==> src/rtl/cpu_run_monitor_pkg.sv <==
// Shared encodings for the CPU run monitor: FSM states, termination causes
// and the cause-priority helper. This file is guarded so that design files
// and testbenches can each pull it in without duplicate definitions.
`ifndef CPU_RUN_MONITOR_PKG_SV
`define CPU_RUN_MONITOR_PKG_SV

package cpu_run_monitor_pkg;

    // Width of the externally visible status code.
    localparam int STATUS_W = 3;

    // Run-control FSM states.
    typedef enum logic [1:0] {
        ST_IDLE = 2'd0,
        ST_RUN  = 2'd1,
        ST_DONE = 2'd2
    } run_state_e;

    // Termination cause reported on the status port.
    typedef enum logic [STATUS_W-1:0] {
        STAT_NONE   = 3'd0,
        STAT_BUDGET = 3'd1,
        STAT_HALT   = 3'd2,
        STAT_STALL  = 3'd3,
        STAT_ABORT  = 3'd4
    } run_status_e;

    // Resolve simultaneous termination causes: ABORT > HALT > STALL > BUDGET.
    function automatic run_status_e pick_cause(
        input logic abort_hit,
        input logic halt_hit,
        input logic stall_hit,
        input logic budget_hit
    );
        if (abort_hit)       return STAT_ABORT;
        else if (halt_hit)   return STAT_HALT;
        else if (stall_hit)  return STAT_STALL;
        else if (budget_hit) return STAT_BUDGET;
        return STAT_NONE;
    endfunction

endpackage

`endif

==> src/rtl/cpu_run_monitor_pc_trace_buf.sv <==
// Circular PC trace buffer. Entries are written at a wrapping write pointer;
// reads are addressed relative to the newest entry (rd_idx 0 = newest).
// Reads beyond the number of valid entries return zero.
module pc_trace_buf #(
    parameter  int WIDTH = 32,
    parameter  int DEPTH = 8,
    localparam int AW    = $clog2(DEPTH)
) (
    input  logic             clk,
    input  logic             rst_n,
    input  logic             clr,
    input  logic             push,
    input  logic [WIDTH-1:0] din,
    input  logic [AW-1:0]    rd_idx,
    output logic [WIDTH-1:0] rd_data,
    output logic [AW:0]      count
);

    localparam logic [AW:0] FULL_CNT = (AW+1)'(DEPTH);

    logic [WIDTH-1:0] mem [DEPTH];
    logic [AW-1:0]    wr_ptr;
    logic [AW:0]      cnt_q;
    logic [AW-1:0]    rd_ptr;

    // Write pointer and valid-entry count; clear takes priority over push.
    always_ff @(posedge clk or negedge rst_n) begin
        // NOTE: sequential state uses non-blocking (<=) so every register
        // samples the pre-edge values of its neighbours.
        if (!rst_n) begin
            wr_ptr <= '0;
            cnt_q  <= '0;
        end else if (clr) begin
            wr_ptr <= '0;
            cnt_q  <= '0;
        end else if (push) begin
            wr_ptr <= wr_ptr + AW'(1);
            if (cnt_q != FULL_CNT) begin
                cnt_q <= cnt_q + (AW+1)'(1);
            end
        end
    end

    // Trace storage; only written on push.
    always_ff @(posedge clk) begin
        // NOTE: the storage array is deliberately left out of reset; the
        // valid count masks stale contents, so no reset fan-out is needed.
        if (push && !clr) begin
            mem[wr_ptr] <= din;
        end
    end

    // Newest-relative read: the newest entry sits one behind the write pointer.
    always_comb begin
        rd_ptr  = wr_ptr - AW'(1) - rd_idx;
        rd_data = ({1'b0, rd_idx} < cnt_q) ? mem[rd_ptr] : '0;
    end

    assign count = cnt_q;

endmodule

==> src/rtl/cpu_run_monitor.sv <==
// CPU run monitor: gates the CPU clock enable for one run and terminates the
// run on a cycle budget, a halt-address hit, a repeated-PC stall or an
// external abort. The PCs sampled during the run are kept in a circular trace.
module cpu_run_monitor
    import cpu_run_monitor_pkg::*;
#(
    parameter  int PC_WIDTH    = 32,
    parameter  int MAX_CYCLES  = 10,
    parameter  int CNT_WIDTH   = 32,
    parameter  int TRACE_DEPTH = 8,
    parameter  int STALL_LIMIT = 4,
    localparam int IDX_W       = $clog2(TRACE_DEPTH)
) (
    input  logic                 clk,
    input  logic                 rst_n,
    input  logic                 start,
    input  logic                 abort,
    input  logic [PC_WIDTH-1:0]  pc_in,
    input  logic [PC_WIDTH-1:0]  halt_addr,
    input  logic                 halt_en,
    output logic                 cpu_en,
    output logic                 busy,
    output logic                 done,
    output logic [STATUS_W-1:0]  status,
    output logic [CNT_WIDTH-1:0] cycle_count,
    input  logic [IDX_W-1:0]     trace_idx,
    output logic [PC_WIDTH-1:0]  trace_pc,
    output logic [IDX_W:0]       trace_count
);

    // Repeat counter only needs to reach STALL_LIMIT before the run ends.
    localparam int RPT_W = $clog2(STALL_LIMIT + 1);

    run_state_e           state_q, state_d;
    run_status_e          status_q, status_d;
    logic [CNT_WIDTH-1:0] cnt_q, cnt_d;
    logic [PC_WIDTH-1:0]  prev_q, prev_d;
    logic                 have_prev_q, have_prev_d;
    logic [RPT_W-1:0]     rpt_q, rpt_d;

    logic                 trace_clr;
    logic                 trace_push;
    logic [CNT_WIDTH-1:0] cnt_inc;
    logic [RPT_W-1:0]     rpt_inc;
    logic                 is_repeat;
    logic                 halt_hit;
    logic                 stall_hit;
    logic                 budget_hit;

    // Candidate values for a counted cycle; only used while in RUN.
    always_comb begin
        cnt_inc    = cnt_q + CNT_WIDTH'(1);
        is_repeat  = have_prev_q && (pc_in == prev_q);
        rpt_inc    = is_repeat ? (rpt_q + RPT_W'(1)) : '0;
        halt_hit   = halt_en && (pc_in == halt_addr);
        stall_hit  = (rpt_inc == RPT_W'(STALL_LIMIT));
        budget_hit = (cnt_inc == CNT_WIDTH'(MAX_CYCLES));
    end

    // FSM state register.
    always_ff @(posedge clk or negedge rst_n) begin
        if (!rst_n) begin
            state_q <= ST_IDLE;
        end else begin
            state_q <= state_d;
        end
    end

    // Next-state and run bookkeeping.
    always_comb begin
        // NOTE: every output of this block gets a default first so no path
        // leaves a signal unassigned and infers a latch.
        state_d     = state_q;
        status_d    = status_q;
        cnt_d       = cnt_q;
        prev_d      = prev_q;
        have_prev_d = have_prev_q;
        rpt_d       = rpt_q;
        trace_clr   = 1'b0;
        trace_push  = 1'b0;

        unique case (state_q)
            ST_IDLE, ST_DONE: begin
                // Start wins over any abort that arrives alongside it.
                if (start) begin
                    state_d     = ST_RUN;
                    status_d    = STAT_NONE;
                    cnt_d       = '0;
                    have_prev_d = 1'b0;
                    rpt_d       = '0;
                    trace_clr   = 1'b1;
                end
            end
            ST_RUN: begin
                if (!abort) begin
                    cnt_d       = cnt_inc;
                    prev_d      = pc_in;
                    have_prev_d = 1'b1;
                    rpt_d       = rpt_inc;
                    trace_push  = 1'b1;
                end
                if (abort || halt_hit || stall_hit || budget_hit) begin
                    state_d  = ST_DONE;
                    status_d = pick_cause(abort, halt_hit, stall_hit, budget_hit);
                end
            end
            default: begin
                state_d = ST_IDLE;
            end
        endcase
    end

    // Run counters, previous-PC tracking and termination status.
    always_ff @(posedge clk or negedge rst_n) begin
        if (!rst_n) begin
            status_q    <= STAT_NONE;
            cnt_q       <= '0;
            prev_q      <= '0;
            have_prev_q <= 1'b0;
            rpt_q       <= '0;
        end else begin
            status_q    <= status_d;
            cnt_q       <= cnt_d;
            prev_q      <= prev_d;
            have_prev_q <= have_prev_d;
            rpt_q       <= rpt_d;
        end
    end

    pc_trace_buf #(
        .WIDTH (PC_WIDTH),
        .DEPTH (TRACE_DEPTH)
    ) u_trace (
        .clk     (clk),
        .rst_n   (rst_n),
        .clr     (trace_clr),
        .push    (trace_push),
        .din     (pc_in),
        .rd_idx  (trace_idx),
        .rd_data (trace_pc),
        .count   (trace_count)
    );

    assign cpu_en      = (state_q == ST_RUN);
    assign busy        = (state_q == ST_RUN);
    assign done        = (state_q == ST_DONE);
    assign status      = status_q;
    assign cycle_count = cnt_q;

endmodule

==> config.mk <==
export PLATFORM = sky130hd
export DESIGN_NAME = cpu_run_monitor
export DESIGN_NICKNAME = d
export VERILOG_FILES = /design/src/rtl/cpu_run_monitor_pkg.sv /design/src/rtl/cpu_run_monitor_pc_trace_buf.sv /design/src/rtl/cpu_run_monitor.sv
export SDC_FILE = /design/constraint.sdc
export NUM_CORES = 1
export LEC_CHECK = 0
export CAP_MARGIN = 20
export CORE_ASPECT_RATIO = 0.6
export CORE_MARGIN = 2
export CORE_UTILIZATION = 30
export CTS_BUF_LIST = sky130_fd_sc_hd__clkbuf_8
export DETAILED_ROUTE_END_ITERATION = 6
export PLACE_DENSITY_LB_ADDON = 0.2
export SLEW_MARGIN = 20
export SYNTH_ARGS = -nofsm -noshare
export SYNTH_HDL_FRONTEND = slang
export SYNTH_SLANG_ARGS = --single-unit
==> constraint.sdc <==
create_clock -name clk -period 5.7 [get_ports clk]
set_input_delay 0.855 -clock clk [delete_from_list [all_inputs] [get_ports clk]]
set_output_delay 0.855 -clock clk [all_outputs]
set_load 0.05 [all_outputs]
==> run metrics <==
status complete, no violations; First-pass DRT Iterations 5; DR WL/cell approximately 22 microns; busiest grt layer met1; met2 Usage GRT 0.2383; cts hold-fix bufs 0; DP HPWL between 20000 and 30000 microns; reg2reg start cycle_count[0]; static leakage approximately 6.5 nW; I/O Buffers between 100 and 150; Nets around 1.4k; die height 177.4 microns; RSZ-0062 raised after global routing false; Setup Skew about 0.017 ns; R2R Path End status[1]; final worst-path cycle share 0.8770; Min-Delay Path Class input pin to asynchronous set/reset pin; Yosys reg bits between 300 and 400; max cap viols 0; PwrDens slightly below 400 nW/um^2; residual DRC count 0; die width 292.9 microns; Yosys cell types 61; Seq/Total Area, Yosys 0.6448; drt initial violations 637; clock-pin transition on the worst setup and hold timing paths roughly 0.07 ns; critical path endpoint category output port; aggregate global-route resource usage 0.1637; CTS Root Cell clkbuf_8; Finished Layout Cells 1964; drt total wl 42330 microns; commonest non-fill, non-tap cells in the layout edfxtp_1 (256), nand2_1 (198), clkdlybuf4s50_1 (131); P&R area growth vs syn 22.47%; H-tree depth 2; Vias/cell about 5.0; Core Rows between 60 and 70; Clk Latency, worst-skew pair approximately 0.60 ns; GR Util met3 0.03018; largest net degree at the start of global routing 75; Final Power a little over 7 mW; Worst-Margin Slew slightly above 1 ns; GPL Wtd Cong approximately 0.85; Worst R2R Setup Slack roughly 2.6 ns; Final TNS setup 0 ns; CP required 4.85 ns; R2R depth 8; maximum VDD drop around 0.19 mV; DP Cell Count 1861; die area a little over 50000 sq um; Worst EP arrival 4.14 ns; Post-Synthesis Cell Area 15030 sq um; Worst Setup Path Type input pin to output port; CTS resizes 0; antenna violations before repair 3; grt ovf 0; CTS tree done; most common cell after layout, fill and taps aside edfxtp_1; post-CTS setup buffers 0; final setup vio count 0; number of global-route vias before repair about 9.6k; Core ar. 49420 sq um; vias approximately 9.8k; clk buf depth 3; Post-synth EDFFs approximately 260; Async SR Flop Fraction 0.2381; # clock sinks roughly 340; first-pass GRT wire length 63300 microns; critical path's slowest cell clkdlybuf4s50_1; Yosys Warn Count 0; share of layout cells above drive strength 1 0.1639; maximum clock frequency around 0.20 GHz; max-slew violation count 0; Tmin final roughly 5 ns; cts bufs inserted 55; Top Ports 146; met1 GRT Util 0.2487; cell count after synthesis 1094; Rel. slew slack 0.3181; Main synth FF type edfxtp_1; initial core utilization 0.3040; CP max stage delay 0.89 ns; Max FO, Critical Path 22; CP cell instances clkdlybuf4s50_1, inv_1, ha_4, inv_1, fa_2, xnor2_1, xnor2_2, buf_4, nand2_1, a21oi_1, clkdlybuf4s50_1; Startpoint Class input pin; Synthesized Nets ~1.2k; Hold Fails Final Rpt 0; Synth Area per Inst 13.73 sq um; ANT nets after route 0
## cell families (layout without fill, tap and decap cells)
logic type,count (synthesis),after routing,synth area share
adders and majority gates,10,10,0.008827
xor gates and xnor gates,74,74,0.04313
buffers and inverters,80,298,0.02390
muxes,68,68,0.09859
AOI/OAI and AO/OA,153,153,0.05954
and+or+nand+nor,373,373,0.1212
other,0,2,0
DFF,336,336,0.6448
## state kept, by name, summed over array words and instances (netlist names)
| name | count |
|---|---|
| state_q | 2 |
| u_trace.wr_ptr | 3 |
| status | 3 |
| have_prev_q | 1 |
| u_trace.count | 4 |
| prev_q | 32 |
| rpt_q | 3 |
| u_trace.mem | 256 |
| cycle_count | 32 |
## worst max path at each step
stage / slack (ns) / to / depth (start not counted) / startpoint
6_report: 0.70 / trace_pc[11] / 11 / trace_idx[0]
4_1_cts: 0.65 / trace_pc[11] / 11 / trace_idx[0]
3_3_place_gp: 0.70 / trace_pc[12] / 11 / trace_idx[0]
5_1_grt: 0.52 / trace_pc[11] / 11 / trace_idx[0]
3_5_place_dp: 0.64 / trace_pc[11] / 11 / trace_idx[0]
2_1_floorplan: 0.41 / u_trace.mem[4][0] / 6 / state_q[1]
## power breakdown
part / switching (mW) / internal, mW
Sequential: 0.130 / 2.83
Combinational: 1.31 / 0.905
Clock: 0.975 / 1.04
## per-layer routing
layer | up-vias | part of all wire | wire length [microns]
li1 | 4483 | - | -
met1 | 4936 | 0.49 | 20720
met2 | 296 | 0.44 | 18470
met3 | 63 | 0.053 | 2256
met4 | 2 | 0.020 | 866
met5 | - | 0.00038 | 16
## per-stage QoR
stage                     area (sq um)  setup WS, ns    util  hold slack (ns)
final                            18400        0.7012  0.3723           0.2232
after global routing             18400        0.5223  0.3723           0.2264
after CTS                        18400        0.6530  0.3722           0.2132
after detailed placement         17360        0.6380  0.3513           0.4793
after global placement           17360        0.7017  0.3513           0.4703
after floorplan                  15030        0.4121       -           0.4538
## cell usage after synthesis (all sizes together), types with 7 or more instances
cell	n	area share
a31oi	9	0.0037
clkbuf	39	0.0098
xor2	30	0.017
nand2b	7	0.0029
o21ai	56	0.019
nand4	37	0.018
dfrtp	80	0.13
buf	25	0.010
nor4	20	0.0097
xnor2	44	0.026
nand3	22	0.0073
nor2	39	0.0097
a21oi	53	0.018
nand2	198	0.049
mux4	64	0.096
and4	8	0.0047
o31ai	8	0.0040
inv	16	0.0040
edfxtp	256	0.51
nor3	15	0.0053
ha	9	0.0075
## critical path: cells and delay by family
kind,cells,cell delay (ns)
buffers and inverters,5,1.89
xor gates and xnor gates,2,0.64
adders and majority gates,2,0.48
AOI/OAI and AO/OA,1,0.16
and+or+nand+nor,1,0.12
## area by class of cell
type	instances	area (sq um)
diodes	2	5.005
clock buffers	55	757.0
multi-input cells	678	5090
fillers	4714	31020
clock inverters	46	275.3
flip-flops and latches	336	9689
well taps	650	813.3
repair buffers	181	1712
inverters	16	60.06
Note: power is estimated with default switching activity, not from simulation.
